==> src/rtl/mem_access_ctrl_if.sv <==
// Block-RAM request/ready bus between the access controller (master) and the memory (slave).
interface mem_access_ctrl_if #(
  parameter int AddrBusSize = 16,
  parameter int ElementSize = 16
);
  logic                   o_mem_write_en;
  logic                   o_mem_read_en;
  logic [AddrBusSize-1:0] o_mem_write_addr;
  logic [AddrBusSize-1:0] o_mem_read_addr;
  logic [ElementSize-1:0] o_mem_write_data;
  logic                   i_mem_ready;
  logic [ElementSize-1:0] i_mem_rdata;

  modport master (
    output o_mem_write_en, o_mem_read_en, o_mem_write_addr, o_mem_read_addr, o_mem_write_data,
    input  i_mem_ready, i_mem_rdata
  );

  modport slave (
    input  o_mem_write_en, o_mem_read_en, o_mem_write_addr, o_mem_read_addr, o_mem_write_data,
    output i_mem_ready, i_mem_rdata
  );
endinterface

==> src/rtl/mem_access_ctrl.sv <==
// Initiator for one block-RAM read or write per request: drives enables until ready,
// captures read data, pulses done or timeout, then drains a lingering ready.
module mem_access_ctrl #(
  parameter int AddrBusSize   = 16,
  parameter int ElementSize   = 16,
  parameter int TimeoutCycles = 15
) (
  input  logic                   i_CLK,
  input  logic                   i_RST,
  input  logic                   i_start,
  input  logic                   i_rw,
  input  logic [AddrBusSize-1:0] i_addr,
  input  logic [ElementSize-1:0] i_wdata,
  output logic                   o_busy,
  output logic                   o_done,
  output logic                   o_timeout,
  output logic [ElementSize-1:0] o_rdata,
  mem_access_ctrl_if.master      mem
);

  localparam int CntW = $clog2(TimeoutCycles + 1);
  localparam logic [CntW-1:0] CntLast = CntW'(TimeoutCycles - 1);
  localparam logic [CntW-1:0] CntOne  = CntW'(1);

  typedef enum logic [1:0] {
    IDLE  = 2'd0,
    REQ   = 2'd1,
    DRAIN = 2'd2
  } state_t;

  state_t                 state_r, state_s;
  logic [CntW-1:0]        cnt_r, cnt_s;
  logic                   we_r, we_s;
  logic                   re_r, re_s;
  logic [AddrBusSize-1:0] addr_r, addr_s;
  logic [ElementSize-1:0] wdata_r, wdata_s;
  logic [ElementSize-1:0] rdata_r, rdata_s;
  logic                   busy_r, busy_s;
  logic                   done_r, done_s;
  logic                   timeout_r, timeout_s;

  // Next-state and next-output computation for every registered output.
  always_comb begin
    state_s   = state_r;
    cnt_s     = cnt_r;
    we_s      = we_r;
    re_s      = re_r;
    addr_s    = addr_r;
    wdata_s   = wdata_r;
    rdata_s   = rdata_r;
    done_s    = 1'b0;
    timeout_s = 1'b0;
    case (state_r)
      IDLE: begin
        if (i_start) begin
          addr_s  = i_addr;
          wdata_s = i_wdata;
          we_s    = i_rw;
          re_s    = ~i_rw;
          cnt_s   = {CntW{1'b0}};
          state_s = REQ;
        end else begin
          state_s = IDLE;
        end
      end
      REQ: begin
        // Ready wins over a timeout expiring on the same edge.
        if (mem.i_mem_ready) begin
          if (re_r) begin
            rdata_s = mem.i_mem_rdata;
          end else begin
            rdata_s = rdata_r;
          end
          we_s    = 1'b0;
          re_s    = 1'b0;
          done_s  = 1'b1;
          cnt_s   = {CntW{1'b0}};
          state_s = DRAIN;
        end else if (cnt_r == CntLast) begin
          we_s      = 1'b0;
          re_s      = 1'b0;
          timeout_s = 1'b1;
          cnt_s     = {CntW{1'b0}};
          state_s   = DRAIN;
        end else begin
          cnt_s = cnt_r + CntOne;
        end
      end
      DRAIN: begin
        // A ready still high from the finished access must not ack the next one.
        if (!mem.i_mem_ready || (cnt_r == CntLast)) begin
          cnt_s   = {CntW{1'b0}};
          state_s = IDLE;
        end else begin
          cnt_s = cnt_r + CntOne;
        end
      end
      default: begin
        we_s    = 1'b0;
        re_s    = 1'b0;
        cnt_s   = {CntW{1'b0}};
        state_s = IDLE;
      end
    endcase
    busy_s = (state_s != IDLE);
  end

  // State and output registers with synchronous reset.
  always_ff @(posedge i_CLK) begin
    if (i_RST) begin
      state_r   <= IDLE;
      cnt_r     <= {CntW{1'b0}};
      we_r      <= 1'b0;
      re_r      <= 1'b0;
      addr_r    <= {AddrBusSize{1'b0}};
      wdata_r   <= {ElementSize{1'b0}};
      rdata_r   <= {ElementSize{1'b0}};
      busy_r    <= 1'b0;
      done_r    <= 1'b0;
      timeout_r <= 1'b0;
    end else begin
      state_r   <= state_s;
      cnt_r     <= cnt_s;
      we_r      <= we_s;
      re_r      <= re_s;
      addr_r    <= addr_s;
      wdata_r   <= wdata_s;
      rdata_r   <= rdata_s;
      busy_r    <= busy_s;
      done_r    <= done_s;
      timeout_r <= timeout_s;
    end
  end

  assign o_busy               = busy_r;
  assign o_done               = done_r;
  assign o_timeout            = timeout_r;
  assign o_rdata              = rdata_r;
  assign mem.o_mem_write_en   = we_r;
  assign mem.o_mem_read_en    = re_r;
  assign mem.o_mem_write_addr = addr_r;
  assign mem.o_mem_read_addr  = addr_r;
  assign mem.o_mem_write_data = wdata_r;

endmodule

==> src/flat_wrapper.sv <==
// flat-port wrapper written by rule: the top's interface ports become plain ports
module mem_access_ctrl_flat 
#(
  parameter int AddrBusSize   = 16,
  parameter int ElementSize   = 16,
  parameter int TimeoutCycles = 15
)
  (i_CLK, i_RST, i_start, i_rw, i_addr, i_wdata, o_busy, o_done, o_timeout, o_rdata, mem_o_mem_write_en, mem_o_mem_read_en, mem_o_mem_write_addr, mem_o_mem_read_addr, mem_o_mem_write_data, mem_i_mem_ready, mem_i_mem_rdata);
  mem_access_ctrl_if #(.AddrBusSize(AddrBusSize), .ElementSize(ElementSize)) mem_i ();
  input  logic i_CLK;
  input  logic i_RST;
  input  logic i_start;
  input  logic i_rw;
  input  logic [AddrBusSize-1:0] i_addr;
  input  logic [ElementSize-1:0] i_wdata;
  output logic o_busy;
  output logic o_done;
  output logic o_timeout;
  output logic [ElementSize-1:0] o_rdata;
  output wire logic [$bits(mem_i.o_mem_write_en)-1:0] mem_o_mem_write_en;
  output wire logic [$bits(mem_i.o_mem_read_en)-1:0] mem_o_mem_read_en;
  output wire logic [$bits(mem_i.o_mem_write_addr)-1:0] mem_o_mem_write_addr;
  output wire logic [$bits(mem_i.o_mem_read_addr)-1:0] mem_o_mem_read_addr;
  output wire logic [$bits(mem_i.o_mem_write_data)-1:0] mem_o_mem_write_data;
  input wire logic [$bits(mem_i.i_mem_ready)-1:0] mem_i_mem_ready;
  input wire logic [$bits(mem_i.i_mem_rdata)-1:0] mem_i_mem_rdata;
  assign mem_o_mem_write_en = mem_i.o_mem_write_en;
  assign mem_o_mem_read_en = mem_i.o_mem_read_en;
  assign mem_o_mem_write_addr = mem_i.o_mem_write_addr;
  assign mem_o_mem_read_addr = mem_i.o_mem_read_addr;
  assign mem_o_mem_write_data = mem_i.o_mem_write_data;
  assign mem_i.i_mem_ready = mem_i_mem_ready;
  assign mem_i.i_mem_rdata = mem_i_mem_rdata;
  mem_access_ctrl #(.AddrBusSize(AddrBusSize), .ElementSize(ElementSize), .TimeoutCycles(TimeoutCycles)) u_core (.i_CLK(i_CLK), .i_RST(i_RST), .i_start(i_start), .i_rw(i_rw), .i_addr(i_addr), .i_wdata(i_wdata), .o_busy(o_busy), .o_done(o_done), .o_timeout(o_timeout), .o_rdata(o_rdata), .mem(mem_i));
endmodule
==> config.mk <==
export PLATFORM = sky130hd
export DESIGN_NAME = mem_access_ctrl_flat
export DESIGN_NICKNAME = d
export VERILOG_FILES = /design/src/rtl/mem_access_ctrl_if.sv /design/src/rtl/mem_access_ctrl.sv /design/src/flat_wrapper.sv
export SDC_FILE = /design/constraint.sdc
export NUM_CORES = 1
export LEC_CHECK = 0
export ABC_CLOCK_PERIOD_IN_PS = 1500
export CORE_ASPECT_RATIO = 1.2
export CORE_UTILIZATION = 36
export DETAILED_ROUTE_END_ITERATION = 12
export PLACE_DENSITY = 0.76
export SKIP_LAST_GASP = 1
export SYNTH_ARGS = -nofsm -noshare
export SYNTH_HDL_FRONTEND = slang
export SYNTH_SLANG_ARGS = --single-unit
export TNS_END_PERCENT = 100
==> constraint.sdc <==
create_clock -name i_CLK -period 1.5 [get_ports i_CLK]
set_input_delay 0.3 -clock i_CLK [delete_from_list [all_inputs] [get_ports i_CLK]]
set_output_delay 0.3 -clock i_CLK [all_outputs]
set_load 0.05 [all_outputs]
# Yosys cells after proc, flatten, opt, wreduce, memory -nomap -nowiden
# Cells that the tools add are included.
# Widths: inputs -> output; s select.
dict set report totals {
  ff_bits 59
  inputBits 53
  out_inout_bits 69
  wordCells 46
}
dict set report classes {
  addsub 1
  eq_ne 5
  muxes 18
  bitwise 3
  reduce_logical 9
}
# operator n
set ops {}
lappend ops {{$mux 4} 4}
lappend ops {{$pmux 4 s3} 1}
lappend ops {{$mux 1} 7}
lappend ops {{$mux 2} 3}
lappend ops {{$pmux 1 s3} 2}
lappend ops {{$pmux 2 s3} 1}
lappend ops {{$reduce_and 3->1} 2}
lappend ops {{$add 4x1->4 const B} 1}
lappend ops {{$eq 4x4->1 const B} 1}
lappend ops {{$ne 3x2->1 const B} 1}
lappend ops {{$not 1->1} 3}
lappend ops {{$reduce_or 3->1} 1}
lappend ops {{$eq 2x1->1 const B} 1}
lappend ops {{$eq 2x2->1 const B} 1}
lappend ops {{$logic_not 2->1} 1}
lappend ops {{$ne 2x2->1 const B} 1}
lappend ops {{$reduce_and 2->1} 1}
lappend ops {{$reduce_bool 2->1} 1}
lappend ops {{$reduce_or 2->1} 1}
lappend ops {{$logic_not 1->1} 1}
lappend ops {{$logic_or 1x1->1} 1}

# Longest topological paths before layout
# Gate-level depths: netlist (run 1).
dict set report logic_depth {
  ltp_word 5
  depth_mapped 8
  ltp_nobuf 5
}

# Worst setup path after synthesis (run 1)
# Ideal clock, no wire load.
dict set report synth_timing {
  path_kind {register -> register}
  start {reg u_core.state_r[1]}
  end {reg u_core.cnt_r[3]}
  setup_ps 129
  arrival_time_ps 1331
  required_ps 1371
  path_slack_ps 41
  stages_incl_launch_ff 7
  path_buffers 1
  synth_period_minus_slack_ps 1459
  path_cell_list {dfxtp_1 -> inv_1 -> ha_1 -> buf_2 -> mux2_4 -> a41oi_1 -> o41ai_2}
}
dict set report synth_between {
  elab_chain_len 2
  elab_cells_between_ends 5
  classes_between {eq/ne (3); mux (1); reduce/logical (1)}
}
# element line
set synth_rtl {}
lappend synth_rtl {{start: declaration} mem_access_ctrl.sv:31} ;# state_t state_r, state_s;
lappend synth_rtl {{start signal: assignment} mem_access_ctrl.sv:122} ;# state_r <= state_s;
lappend synth_rtl {{$eq 2x2->1, or another cell as far along} mem_access_ctrl.sv:53} ;# case (state_r)
lappend synth_rtl {{$pmux 4 s3 / $ne 2x2->1 (equally long branches)} -}
lappend synth_rtl {{end signal: assignment} mem_access_ctrl.sv:112} ;# cnt_r <= {CntW{1'b0}};
lappend synth_rtl {{end signal: assignment} mem_access_ctrl.sv:123} ;# cnt_r <= cnt_s;
lappend synth_rtl {{end: declaration} mem_access_ctrl.sv:32} ;# logic [CntW-1:0] cnt_r, cnt_s;
# Parallel ways exist; a longest one is shown, timed or not.
# A chain may end at the register's enable or synchronous reset.

# Worst setup path after layout (run 1)
dict set report layout_timing {
  start {reg u_core.state_r[0]}
  end {reg u_core.busy_r (netlist: u_core.o_busy)}
}
dict set report layout_between {
  elab_chain_len 4
  elab_cells_between_ends 8
  classes_between {eq/ne (2); mux (4); reduce/logical (2)}
}
# element line
set layout_rtl {}
lappend layout_rtl {{$mux 2} mem_access_ctrl.sv:79} ;# end else if (cnt_r == CntLast) begin
lappend layout_rtl {{$mux 2} mem_access_ctrl.sv:68} ;# if (mem.i_mem_ready) begin
lappend layout_rtl {{$pmux 2 s3 (*)} mem_access_ctrl.sv:53}
lappend layout_rtl {{$reduce_bool 2->1 (*)} mem_access_ctrl.sv:105} ;# busy_s = (state_s != IDLE);
lappend layout_rtl {{end signal: assignment} mem_access_ctrl.sv:129} ;# busy_r <= busy_s;
lappend layout_rtl {{end: declaration} mem_access_ctrl.sv:38} ;# logic busy_r, busy_s;
# Mark *: on every way between the ends. The rest lies on a longest branch, timed or not.

==> results of run 1 <==
==> timing repair <==
item | in CTS | in global routing
setup endpoints to repair | 20 | 54
pin swaps | 0 | 1
endpoints found under the hold margin | 0 | 0
gates cloned | 0 | 1
resized for setup | 5 | 17
==> cell type report <==
type                            instances  area [um^2]  share of cell area, %
Clock buffer                           12          145                   3.12
Clock inverter                          4         97.6                   2.10
Inverter                                5         18.8                  0.404
Multi-Input combinational cell        195         1070                   23.0
Sequential cell                        59         1190                   25.6
Tap cell                               85          106                   2.29
Timing Repair Buffer                  135         2020                   43.5
==> worst max-delay path by stage <==
stage / end
after floorplan: u_core.cnt_r[3]
after global placement: u_core.cnt_r[3]
after detailed placement: u_core.cnt_r[3]
after CTS: u_core.mem.o_mem_write_data[12]
after global routing: u_core.cnt_r[2]
final: u_core.o_busy
==> power by group <==
| part | total (W) | switching [W] | internal [W] |
|---|---|---|---|
| clock | 0.00178 | 0.000629 | 0.00115 |
| combinational | 0.00103 | 0.000510 | 0.000521 |
| sequential | 0.00172 | 0.0000881 | 0.00163 |
==> metal layers <==
metal	vias up	global-route usage (%)	share of wire, %
met2	89	40.5	56
met3	19	5.13	4.7
met5	-	0	0
met1	1163	22.1	37
li1	1181	-	-
met4	0	8.65	2.4
==> logic make-up after synthesis <==
kind of cell / Yosys count / synth area share (%)
AOI/OAI and AO/OA: 60 / 14.1
DFF: 59 / 49.1
adders and majority gates: 6 / 3.12
muxes: 1 / 0.624
and+or+nand+nor: 128 / 23.2
buffers and inverters: 40 / 9.82
==> registers in the layout, summed over array words and instances (netlist names) <==
register,flops
u_core.mem.o_mem_read_en,1
u_core.mem.o_mem_write_en,1
u_core.mem.o_mem_read_addr,16
u_core.o_busy,1
u_core.cnt_r,4
u_core.o_done,1
u_core.o_timeout,1
u_core.state_r,2
u_core.mem.o_mem_write_data,16
u_core.o_rdata,16
==> cell usage after synthesis (2+ instances only) <==
master | instances | area (um^2)
a21oi_1 | 50 | 250
a311o_1 | 2 | 20.0
a31oi_1 | 2 | 12.5
buf_2 | 9 | 45.0
buf_4 | 16 | 120
buf_6 | 2 | 22.5
clkbuf_1 | 7 | 26.3
dfxtp_1 | 59 | 1180
ha_1 | 6 | 75.1
inv_1 | 5 | 18.8
nand2_1 | 100 | 375
nand2b_1 | 3 | 18.8
nand3_1 | 5 | 25.0
nand4_1 | 3 | 18.8
nor2_1 | 4 | 15.0
nor2b_1 | 3 | 18.8
nor4bb_1 | 3 | 30.0
o32ai_1 | 2 | 17.5
==> worst max-delay path: cells and delay by family, from the launching register on <==
kind / cells / cell delay [ps]
compound gates: 2 / 330
mux: 1 / 320
flops: 1 / 400
buf+inv: 1 / 70
fa+ha+maj: 1 / 200
==> through the flow <==
step	power, W	instance area (um^2)	instances	utilization (%)
2_1_floorplan	0.00220	2410	294	-
3_5_place_dp	0.00276	4300	478	66.8
3_3_place_gp	0.00274	4300	478	66.8
5_1_grt	0.00468	4640	495	72.0
4_1_cts	0.00454	4570	494	70.8
6_report	0.00453	4640	495	72.0
==> key figures, run 1 <==
Synth
  – Seq cells post-synth: 59
  – Async SR Flop Fraction: 0%
  – Avg Cell Area, Syn: 8.19 um^2
  – Syn nets: 353
  – YS warnings: 0
  – Main synth FF type: dfxtp_1
  – Synth unique cells: 31
  – Cell area after synthesis: 2410 um^2
  – Post-synthesis cell count: 294
  – Proportion of synthesized chip area in sequential cells: 49.1%
  – Number of synthesized flops with an enable pin: 0

Hold path
  – Beginning of the worst hold path: i_RST
  – Hold Path End: u_core.o_done
  – Hold WC Path Type: input pin to register
  – Hold path depth: 2

Worst setup path
  – Critical Path RT: 1720 ps
  – WP data arrival: 1650 ps
  – CP peak stage delay: 400 ps
  – CP Launch Point: u_core.state_r[0]
  – Reg2reg setup slack: 70 ps
  – R2r worst-path depth: 5
  – Critical path, cell by cell: inv_2 > ha_2 > mux2_4 > a31oi_4 > o22ai_1
  – Crit end category: register
  – Crit-path slowest cell: dfxtp_4
  – Crit Path Class: register to register
  – Worst-path fanout max: 6
  – Worst setup SP type: register
  – FF-to-FF End: u_core.o_busy
  – RR Startpoint: u_core.state_r[0]

Finish
  – Fillers: 438
  – Commonest non-fill, non-tap cell in the layout: nand2_1
  – Most frequent cells in the layout: nand2_1 (100), buf_12 (70), dfxtp_1 (56)
  – Layout cell share with drive strength beyond 1: 28.3%
  – N_diodes: 0
  – Area added between synthesis and finish: 92.9%
  – Nets: 464

Timing
  – TNS Setup: 0 ps
  – Slew @ Worst Pin: 324 ps
  – Final min period: 1430 ps
  – Fin worst setup slack: 66.4 ps
  – Fin crit share: 95.6%
  – Max transition margin: 78.1%
  – Peak Freq: 698 MHz
  – Max Slew Vio Count: 0
  – Hold_ws: 357 ps
  – Clock Skew: 7.03 ps
  – Final Setup Violations: 0
  – Final Hold Fails: 0

Power and ir drop
  – Static Leak: 1.76 nW
  – Power Dens Cells: 975 nW/um^2
  – VDD IR max: 0.668 mV

Route
  – Wire per inst: 15.4 um
  – Final WL: 7610 um
  – Initial DRC count: 150
  – Via/cell ratio: 4.95
  – First-pass DRT Iterations: 5
  – ANT nets after route: 0
  – DRC viols: 0
  – Total vias in the final route: 2452

Clocking
  – Post-CTS Hold Fix Bufs: 0
  – # clock sinks: 59
  – CTS Buffer Depth: 2
  – CTS H-tree lvls: 3
  – Clock slew at reported path FFs: 70 ps
  – Root Driver: clkbuf_8
  – CTS tree: done
  – Cts bufs inserted: 9
  – Worst-Skew Late Latency: 330 ps
  – # Post-CTS Setup Buffers: 0

Floorplan
  – Die Footprint: 7020 um^2
  – Core area: 6450 um^2
  – Initial Utilization: 37.3%
  – Die span in x: 76.7 um
  – FP Rows: 32
  – # IOs: 122
  – Chip height: 91.6 um

Placement
  – DP HPWL: 5340 um
  – Gp weighted congestion: 0.903
  – IO Port Bufs: 121
  – Pre-CTS WS: -222 ps

Global route
  – Global route overflow: 0
  – Largest net degree at the start of global routing: 33
  – Initial antenna violation count: 0
  – First-pass GRT wire length: 11600 um
  – GRT Total Usage: 21.3%
  – Number of global-route vias before repair: 2376

Status
  – Status: finished, final reports clean

Job
  – Max-cap violations: 0
(Power assumes the default switching activity.)
==> inputs of run 2 (changes only) <==
- CORE_ASPECT_RATIO: 1.2 -> 1.5
==> run 2 against run 1 <==
Global-route usage shrank 0.26 points. Non-clock buffer count grew 1. First-iteration DRC count shrank 32%. Combinational power is essentially flat. Critical path depth is the same. Sequential cell count is the same. Fmax shrank 3.2%. Clock power shrank 21%. Largest cell class unchanged. Largest power group is now sequential cells.
==> key figures, run 2 (synthesis results as in run 1) <==
Floorplan
  – Core area: 6490 um^2
  – # IOs: 122
  – Chip height: 102 um
  – FP Rows: 36
  – Initial Utilization: 37.1%
  – Die Footprint: 7020 um^2
  – Die span in x: 68.8 um

Timing
  – Final min period: 1480 ps
  – TNS Setup: 0 ps
  – Peak Freq: 675 MHz
  – RSZ-0062 raised after global routing: true
  – Max transition margin: 75.6%
  – Fin crit share: 98.8%
  – Hold_ws: 233 ps
  – Final Hold Fails: 0
  – Slew @ Worst Pin: 361 ps
  – Max Slew Vio Count: 0
  – Clock Skew: 9.40 ps
  – Final Setup Violations: 0

Clocking
  – Post-CTS Hold Fix Bufs: 0
  – Worst-Skew Late Latency: 320 ps
  – CTS Buffer Depth: 2
  – Cts bufs inserted: 9
  – CTS H-tree lvls: 3
  – # clock sinks: 59
  – Clock slew at reported path FFs: 70 ps
  – CTS tree: done
  – # Post-CTS Setup Buffers: 0
  – Root Driver: clkbuf_8

Placement
  – Gp weighted congestion: 0.888
  – Placed instance area: 4310 um^2
  – IO Port Bufs: 121
  – DP HPWL: 5500 um

Finish
  – Nets: 465
  – Most frequent cells in the layout: nand2_1 (100), buf_12 (70), dfxtp_1 (57)
  – Final instance area: 4540 um^2
  – Commonest non-fill, non-tap cell in the layout: nand2_1
  – Core Util, Final: 70.0%
  – N_diodes: 0
  – Area added between synthesis and finish: 88.7%
  – Layout cell share with drive strength beyond 1: 27.3%

Worst setup path
  – Crit Path Class: register to register
  – Worst-path fanout max: 6
  – WP data arrival: 1730 ps
  – FF-to-FF End: u_core.mem.o_mem_read_en
  – Crit end category: register
  – Critical Path RT: 1740 ps
  – R2r worst-path depth: 5
  – RR Startpoint: u_core.state_r[1]
  – Worst setup SP type: register
  – Reg2reg setup slack: 20 ps

Job
  – Max-cap violations: 0

Global route
  – GRT Total Usage: 21.1%
  – First-pass GRT wire length: 11000 um
  – Number of global-route vias before repair: 2374
  – Initial antenna violation count: 0
  – Largest net degree at the start of global routing: 33
  – Global route overflow: 0

Hold path
  – Hold path depth: 2
  – Beginning of the worst hold path: i_RST
  – Hold Path End: u_core.o_timeout
  – Hold WC Path Type: input pin to register

Route
  – Initial DRC count: 102
  – Max layer used: met4
  – WL met1: 2640 um
  – Final WL: 7140 um
  – Wire per inst: 14.7 um
  – Met3 WL: 332 um
  – DRC viols: 0
  – Met2 WL: 3900 um
  – Via/cell ratio: 4.92
  – Total vias in the final route: 2396
  – ANT nets after route: 0
  – First-pass DRT Iterations: 4

Power and ir drop
  – VDD IR max: 0.669 mV
  – Power Dens Cells: 914 nW/um^2
  – Static Leak: 1.75 nW
  – Pwr Total: 0.00415 W

Status
  – Status: finished, final reports clean
==> run 2: cell count changes in the layout (fill, tap and decap cells not counted), moves of 2 or more <==
cell,delta
clkinv_2,+3
inv_1,+2
bufinv_16,-2
inv_2,-2
ha_4,-2
buf_4,+2
==> run 2: metrics by stage <==
stage,setup slack [ps],cells
after floorplan,40.6,294
after global placement,-126,471
after detailed placement,-217,471
after CTS,0.0825,487
after global routing,-26.6,487
final,18.6,487
==> run 2: worst max-delay path, cell delays in order, from the launching register on <==
cell and delay, ps:
dfxtp_2 350, inv_1 80, ha_2 210, buf_4 160, a311o_1 400, o32ai_2 200
==> run 2: report_power, final <==
part	total [W]	leakage (nW)	internal [W]	switching, W
Combinational	0.00102	1.17	0.000515	0.000505
Clock	0.00141	0.0991	0.000804	0.000609
Sequential	0.00172	0.482	0.00163	0.0000871
Total	0.00415	1.75	0.00295	0.00120
==> run 2: area by class of cell <==
| type | instances | area, um^2 |
|---|---|---|
| timing repair buffer | 136 | 2030 |
| fill | 485 | 1940 |
| sequential | 59 | 1180 |
| multi-input combinational | 195 | 1020 |
| clock buffer | 11 | 141 |
| tap | 76 | 95.1 |
| clock inverter | 5 | 52.6 |
| inverter | 5 | 18.8 |
==> run 2: repair_timing <==
action | in CTS | in global routing
pin swaps | 0 | 1
resized for setup | 2 | 8
endpoints found under the setup margin | 2 | 56
==> run 2: layer usage <==
layer  vias up  GRT usage [%]
met1      1107           21.6
met2        85           38.4
met5         -              0
li1       1180              -
met3        24           4.46
met4         0           11.5
==> run 2: worst max-delay path by stage <==
stage	slack, ps	end	cells after the start	from
after floorplan	40	u_core.cnt_r[3]	6	u_core.state_r[1]
after global placement	-130	u_core.o_busy	4	mem_i_mem_ready
after detailed placement	-220	u_core.o_rdata[11]	5	mem_i_mem_ready
after CTS	0.08	u_core.cnt_r[3]	5	u_core.state_r[0]
after global routing	-30	u_core.mem.o_mem_read_en	5	u_core.state_r[1]
final	20	u_core.mem.o_mem_read_en	5	u_core.state_r[1]
==> inputs of run 3 (changes only) <==
- SLEW_MARGIN: unset -> 25
==> results of run 3 <==
The final DEF is identical to that of run 2; final timing and power are the same.
